`src/rtl/bp_me_stream_arbiter_if.sv`:
```
// Stream bundle between the requesters, the arbiter and the downstream consumer.
// slave = arbiter side, master = environment (requesters + consumer).
interface bp_me_stream_arbiter_if #(
    parameter int num_req_p      = 2,
    parameter int header_width_p = 128,
    parameter int data_width_p   = 64
);
    logic [num_req_p*header_width_p-1:0] in_msg_header_i;
    logic [num_req_p*data_width_p-1:0]   in_msg_data_i;
    logic [num_req_p-1:0]                in_msg_v_i;
    logic [num_req_p-1:0]                in_msg_last_i;
    logic [num_req_p-1:0]                in_msg_ready_and_o;
    logic [header_width_p-1:0]           out_msg_header_o;
    logic [data_width_p-1:0]             out_msg_data_o;
    logic                                out_msg_v_o;
    logic                                out_msg_last_o;
    logic                                out_msg_ready_and_i;
    logic [num_req_p-1:0]                grant_o;

    modport slave (
        input  in_msg_header_i, in_msg_data_i, in_msg_v_i, in_msg_last_i,
        input  out_msg_ready_and_i,
        output in_msg_ready_and_o, out_msg_header_o, out_msg_data_o,
        output out_msg_v_o, out_msg_last_o, grant_o
    );

    modport master (
        output in_msg_header_i, in_msg_data_i, in_msg_v_i, in_msg_last_i,
        output out_msg_ready_and_i,
        input  in_msg_ready_and_o, out_msg_header_o, out_msg_data_o,
        input  out_msg_v_o, out_msg_last_o, grant_o
    );
endinterface

```
`src/rtl/bp_me_stream_arbiter.sv`:
```
// Round-robin BedRock stream arbiter; grant locks for a whole message.
// Optional BP_ME_STREAM_ARB_PERF_EN adds saturating per-requester message counters.
module bp_me_stream_arbiter #(
    parameter int num_req_p      = 2,
    parameter int header_width_p = 128,
    parameter int data_width_p   = 64,
    parameter int cnt_width_p    = 16
) (
    input  logic                    clk_i,
    input  logic                    reset_n_i,
    bp_me_stream_arbiter_if.slave   bus
`ifdef BP_ME_STREAM_ARB_PERF_EN
    ,
    output logic [num_req_p*cnt_width_p-1:0] msg_cnt_o
`endif
);

    localparam int ptr_w_lp = $clog2(num_req_p);
    localparam logic [0:0] e_ready = 1'b0;
    localparam logic [0:0] e_busy  = 1'b1;
    localparam logic [ptr_w_lp-1:0] last_id_lp = ptr_w_lp'(num_req_p - 1);
    localparam logic [ptr_w_lp:0]   num_lp     = (ptr_w_lp + 1)'(num_req_p);

    if (num_req_p < 2 || cnt_width_p < 1) begin : g_param_check
        $error("bp_me_stream_arbiter: num_req_p must be >= 2, cnt_width_p >= 1");
    end

    logic [0:0]                state_r;
    logic [ptr_w_lp-1:0]       lock_id_r;
    logic [ptr_w_lp-1:0]       rr_ptr_r;
    logic [ptr_w_lp-1:0]       rr_sel;
    logic [ptr_w_lp-1:0]       sel;
    logic [ptr_w_lp-1:0]       sel_next;
    logic                      active;
    logic                      accept;
    logic [num_req_p-1:0]      grant;
    logic [header_width_p-1:0] out_hdr;
    logic [data_width_p-1:0]   out_data;
    logic                      out_v;
    logic                      out_last;

    // first valid requester at or after rr_ptr_r, wrapping modulo num_req_p
    always_comb begin
        logic [ptr_w_lp:0] idx;
        logic              found;
        idx    = '0;
        found  = 1'b0;
        rr_sel = rr_ptr_r;
        for (int k = 0; k < num_req_p; k++) begin
            idx = {1'b0, rr_ptr_r} + (ptr_w_lp + 1)'(k);
            if (idx >= num_lp) idx = idx - num_lp;
            if (!found && bus.in_msg_v_i[idx[ptr_w_lp-1:0]]) begin
                found  = 1'b1;
                rr_sel = idx[ptr_w_lp-1:0];
            end
        end
    end

    // zero-latency mux of the selected requester onto the output
    always_comb begin
        sel      = (state_r == e_busy) ? lock_id_r : rr_sel;
        sel_next = (sel == last_id_lp) ? '0 : sel + ptr_w_lp'(1);
        active   = reset_n_i & ((state_r == e_busy) | (|bus.in_msg_v_i));
        grant    = '0;
        out_hdr  = '0;
        out_data = '0;
        for (int i = 0; i < num_req_p; i++) begin
            if (active && sel == ptr_w_lp'(i)) begin
                grant[i] = 1'b1;
                out_hdr  = bus.in_msg_header_i[i*header_width_p +: header_width_p];
                out_data = bus.in_msg_data_i[i*data_width_p +: data_width_p];
            end
        end
        out_v    = |(grant & bus.in_msg_v_i);
        out_last = |(grant & bus.in_msg_last_i);
        accept   = out_v & bus.out_msg_ready_and_i;
    end

    assign bus.grant_o            = grant;
    assign bus.out_msg_header_o   = out_hdr;
    assign bus.out_msg_data_o     = out_data;
    assign bus.out_msg_v_o        = out_v;
    assign bus.out_msg_last_o     = out_last;
    assign bus.in_msg_ready_and_o = {num_req_p{bus.out_msg_ready_and_i}} & grant;

    // lock on a non-last first beat, release and advance the pointer on last
    always_ff @(posedge clk_i or negedge reset_n_i) begin
        if (!reset_n_i) begin
            state_r   <= e_ready;
            lock_id_r <= '0;
            rr_ptr_r  <= '0;
        end else if (accept) begin
            if (state_r == e_ready) begin
                if (out_last) begin
                    rr_ptr_r <= sel_next;
                end else begin
                    state_r   <= e_busy;
                    lock_id_r <= sel;
                end
            end else if (out_last) begin
                state_r  <= e_ready;
                rr_ptr_r <= sel_next;
            end
        end
    end

`ifdef BP_ME_STREAM_ARB_PERF_EN
    for (genvar i = 0; i < num_req_p; i++) begin : g_cnt
        logic [cnt_width_p-1:0] cnt_r;

        // count accepted last beats of requester i, saturating at all-ones
        always_ff @(posedge clk_i or negedge reset_n_i) begin
            if (!reset_n_i) begin
                cnt_r <= '0;
            end else if (accept && out_last && grant[i] && !(&cnt_r)) begin
                cnt_r <= cnt_r + cnt_width_p'(1);
            end
        end

        assign msg_cnt_o[i*cnt_width_p +: cnt_width_p] = cnt_r;
    end
`endif

`ifndef SYNTHESIS
    logic [header_width_p-1:0] hdr_hold_r;

    // header of the first beat of the message currently holding the lock
    always_ff @(posedge clk_i or negedge reset_n_i) begin
        if (!reset_n_i) begin
            hdr_hold_r <= '0;
        end else if (accept && state_r == e_ready && !out_last) begin
            hdr_hold_r <= out_hdr;
        end
    end

    a_grant_onehot: assert property (@(posedge clk_i) disable iff (!reset_n_i)
        $onehot0(grant));

    a_hdr_stable: assert property (@(posedge clk_i) disable iff (!reset_n_i)
        (state_r == e_busy && out_v) |-> (out_hdr == hdr_hold_r));
`endif

endmodule

```
`src/flat_wrapper.sv`:
```
// flat-port wrapper written by rule: the top's interface ports become plain ports
module bp_me_stream_arbiter_flat 
#(
    parameter int num_req_p      = 2,
    parameter int header_width_p = 128,
    parameter int data_width_p   = 64,
    parameter int cnt_width_p    = 16
)
  (clk_i, reset_n_i, bus_in_msg_header_i, bus_in_msg_data_i, bus_in_msg_v_i, bus_in_msg_last_i, bus_out_msg_ready_and_i, bus_in_msg_ready_and_o, bus_out_msg_header_o, bus_out_msg_data_o, bus_out_msg_v_o, bus_out_msg_last_o, bus_grant_o);
  bp_me_stream_arbiter_if #(.num_req_p(num_req_p), .header_width_p(header_width_p), .data_width_p(data_width_p)) bus_i ();
  input  logic clk_i;
  input  logic reset_n_i;
  input wire logic [$bits(bus_i.in_msg_header_i)-1:0] bus_in_msg_header_i;
  input wire logic [$bits(bus_i.in_msg_data_i)-1:0] bus_in_msg_data_i;
  input wire logic [$bits(bus_i.in_msg_v_i)-1:0] bus_in_msg_v_i;
  input wire logic [$bits(bus_i.in_msg_last_i)-1:0] bus_in_msg_last_i;
  input wire logic [$bits(bus_i.out_msg_ready_and_i)-1:0] bus_out_msg_ready_and_i;
  output wire logic [$bits(bus_i.in_msg_ready_and_o)-1:0] bus_in_msg_ready_and_o;
  output wire logic [$bits(bus_i.out_msg_header_o)-1:0] bus_out_msg_header_o;
  output wire logic [$bits(bus_i.out_msg_data_o)-1:0] bus_out_msg_data_o;
  output wire logic [$bits(bus_i.out_msg_v_o)-1:0] bus_out_msg_v_o;
  output wire logic [$bits(bus_i.out_msg_last_o)-1:0] bus_out_msg_last_o;
  output wire logic [$bits(bus_i.grant_o)-1:0] bus_grant_o;
  assign bus_i.in_msg_header_i = bus_in_msg_header_i;
  assign bus_i.in_msg_data_i = bus_in_msg_data_i;
  assign bus_i.in_msg_v_i = bus_in_msg_v_i;
  assign bus_i.in_msg_last_i = bus_in_msg_last_i;
  assign bus_i.out_msg_ready_and_i = bus_out_msg_ready_and_i;
  assign bus_in_msg_ready_and_o = bus_i.in_msg_ready_and_o;
  assign bus_out_msg_header_o = bus_i.out_msg_header_o;
  assign bus_out_msg_data_o = bus_i.out_msg_data_o;
  assign bus_out_msg_v_o = bus_i.out_msg_v_o;
  assign bus_out_msg_last_o = bus_i.out_msg_last_o;
  assign bus_grant_o = bus_i.grant_o;
  bp_me_stream_arbiter #(.num_req_p(num_req_p), .header_width_p(header_width_p), .data_width_p(data_width_p), .cnt_width_p(cnt_width_p)) u_core (.clk_i(clk_i), .reset_n_i(reset_n_i), .bus(bus_i));
endmodule
```
`config.mk`:
```
export PLATFORM = sky130hd
export DESIGN_NAME = bp_me_stream_arbiter_flat
export DESIGN_NICKNAME = d
export VERILOG_FILES = /design/src/rtl/bp_me_stream_arbiter_if.sv /design/src/rtl/bp_me_stream_arbiter.sv /design/src/flat_wrapper.sv
export SDC_FILE = /design/constraint.sdc
export NUM_CORES = 1
export LEC_CHECK = 0
export CAP_MARGIN = 20
export CORE_AREA = 2 2 232 234
export DETAILED_ROUTE_END_ITERATION = 10
export DIE_AREA = 0 0 234 236
export PLACE_DENSITY = 0.3
export SYNTH_ARGS = -nofsm -noshare
export SYNTH_HDL_FRONTEND = slang
export SYNTH_SLANG_ARGS = --single-unit
```
`constraint.sdc`:
```
create_clock -name clk_i -period 6.2 [get_ports clk_i]
set_input_delay 1.86 -clock clk_i [delete_from_list [all_inputs] [get_ports clk_i]]
set_output_delay 1.86 -clock clk_i [all_outputs]
set_load 0.02 [all_outputs]
```
==> results.toml <==
[worst_setup_path]
reg2reg_to = "u_core.lock_id_r"
cpMostUsedCell = "clkdlybuf4s50_1"
crit_path_start = "bus_in_msg_v_i[0]"
cp_slowest_cell = "clkdlybuf4s50_1"
cp_max_fo = 85
endpoint = "bus_out_msg_data_o[13]"
rr_startpoint = "u_core.state_r"
arrival_ps = 4140
cp_num_cells = 7
critPathTopFamily = "buffers and inverters"
start_kind = "primary input"
rrSetupSlack_ps = 4400
path_class = "primary input to output pin"
worst_path_largest_cell_delay_ps = 630
required_ps = 4340
endpoint_kind = "output pin"
path_cells = "clkdlybuf4s50_1, nand2b_1, a31oi_2, nor2b_4, buf_12, a22o_1, clkdlybuf4s50_1"
rr_worst_depth = 5
cp.buffers_inverters = 3

[sta]
skew_ps = 1.15
whs_ps = 522
max_freq_mhz = 167
slew_headroom = 0.664
rsz0062_at_grt = "false"
slew_violations = 0
hold_viol = 0
fin_setup_tns_ps = 0
fin_crit_sh = 0.968
setup_viol = 0
timing.final.crit_period_ps = 6000
tightest_slew_ps = 504

[yosys]
synth-seq-cells = 3
synth_area_mm2 = 0.00242
synth_top_area_cell = "a22o_1"
yosysSeqAreaShare = 0.0310
synth-compound-area-share = 0.724
ys_warn_count = 0
synth_edf_count = 0
avgSynthCellArea_um2 = 9.10
yosysTopAreaCellShare = 0.695
synthTopCellsByCount = "a22o_1, buf_6, buf_2"
synth_xor_area_frac = 0
synthMuxAreaShare = 0.0134
synthAdderAreaFrac = 0
syn_nets = 657
synth_top_family_by_area = "compound AO/OA/AOI/OAI gates"
ys_types = 23
yosys_most_used_dff = "dfrtp_1"
synthTopCellsByArea = "a22o_1, buf_6, dfrtp_1, buf_2, o22ai_2"
synth-simple-area-share = 0.0388
yosys.cell_count.top_type = "a22o_1"
synth_cells = 266
async_flop_share = 1.00

[power]
leakage_nw = 3.22
p_sw_frac = 0.468
power_frac_seq = 0.014
p_comb_frac = 0.949
pwr-share-clk = 0.037
intPower_mw = 1.46
cellPowerDensity_mw_per_mm2 = 300
p_switching_mw = 1.28
finalPower_mw = 2.74
ir_worst_vdd_uv = 124

[floorplan]
die_w_um = 234
start_util = 0.0456
rows = 85
die_y_um = 236
dieArea_mm2 = 0.0552
io_pins = 589
core_area_mm2 = 0.0531

[worst_hold_path]
hold_class = "flop to flop"

[clocking]
cts_tree = "yes"
clkSlewWorstSetupHoldPaths_ps = 30
ctsHtreeMaxLevel = 1
cts_setup_buffers = 0
root_buffer = "clkbuf_16"
numCtsBuffers = 3
postCtsHoldBufs = 0
insertion_delay_ps = 220
clock_path_buffers = 2
post_cts_resized = 0
cts_sinks = 3

[layout]
nNetsFinal = 1234
area_growth_pct = 277
final_util = 0.172
ff_latch_area_um2 = 75.1
finalNonFillerCells = 1539
multi_input_area_mm2 = 0.00189
drive_gt1_frac = 0.0499
n_fill_cell = 5913

[placed_design]
place_inst = 1534
place.detailed.hpwl_mm = 23.3
gp_congestion = 0.780
portBuffers = 588

[detailed_routing]
wl_mm = 26.7
dr.pass1.iters = 4
post_drt_wl_per_cell_um = 17.3
avgViaCountPerCell = 3.16
vias = 4857
drc = 0
drtIter0Drc = 166
ant_nets = 0

[global_routing]
grt_pass1_wl_mm = 35.5
antenna_found_initial = 2
grt_overflow_total = 0
grt_pass1_vias = 5027
track_usage = 0.0872
grt_max_degree = 86

[outcome]
status = "finished, final reports clean"

[job]
max_cap_violations = 0
[worst min-delay path by stage]
stage	startpoint	slack [ps]	endpoint	cells after the start
after floorplan	u_core.lock_id_r	460	u_core.lock_id_r	1
after global placement	u_core.lock_id_r	500	u_core.lock_id_r	1
final	u_core.lock_id_r	520	u_core.lock_id_r	1
after detailed placement	u_core.lock_id_r	500	u_core.lock_id_r	1
after CTS	u_core.lock_id_r	530	u_core.lock_id_r	1
after global routing	u_core.lock_id_r	560	u_core.lock_id_r	1
[registers in the layout, summed over array words and instances, names as in the netlist]
name	flops
u_core.lock_id_r	1
u_core.state_r	1
u_core.rr_ptr_r	1
[metrics by stage]
step           worst slack, ps  area [µm²]
3_5_place_dp               159        9040
6_report                   196        9120
3_3_place_gp               160        9040
4_1_cts                    157        9120
2_1_floorplan             1460        2420
5_1_grt                   73.0        9120
[logic make-up (layout without fill, tap and decap cells)]
group / after synthesis / in the layout
flip-flops: 3 / 3
AND/OR/NAND/NOR: 16 / 16
AO/OA/AOI/OAI: 198 / 198
multiplexers: 3 / 3
buffers and inverters: 46 / 622
other: 0 / 1
[worst register-to-register path: stages, from the launching register on]
cell	delay [ps]
dfrtp_1	410
and2_1	200
a31oi_2	300
o22ai_2	180
nor4b_2	250
mux2_1	350
[layout by cell type (no fill, tap or decap), types with 2 or more instances in the layout]
cell type	count
and2_1	3
buf_12	8
a22o_1	192
buf_4	21
o22ai_2	2
nor2b_4	2
nand2_1	5
clkdlybuf4s50_1	587
clkbuf_16	3
dfrtp_1	3
[power by group through the flow]
stage                     Combinational (mW)  Sequential [mW]  Clock (mW)
after floorplan                         1.37           0.0359           0
after global placement                  2.66           0.0392           0
after detailed placement                2.63           0.0385           0
after CTS                               2.65           0.0384       0.103
after global routing                    2.76           0.0399       0.106
final                                   2.60           0.0383       0.101
[layer usage]
layer / routed length (µm) / vias to the layer above / track usage
li1: - / 2307 / -
met1: 9820 / 2245 / 0.0940
met2: 14400 / 291 / 0.176
met3: 2150 / 14 / 0.0170
met4: 280 / 0 / 0.00940
met5: 0 / - / 0
[area by class of cell]
cell class,instances,area share
well taps,696,0.0955
repair buffers,616,0.679
diodes,1,0.000274
inverters,2,0.000823
flip-flops and latches,3,0.00823
multi-input cells,217,0.208
clock buffers,4,0.00864
No activity file was read; power rests on OpenSTA's default activity.
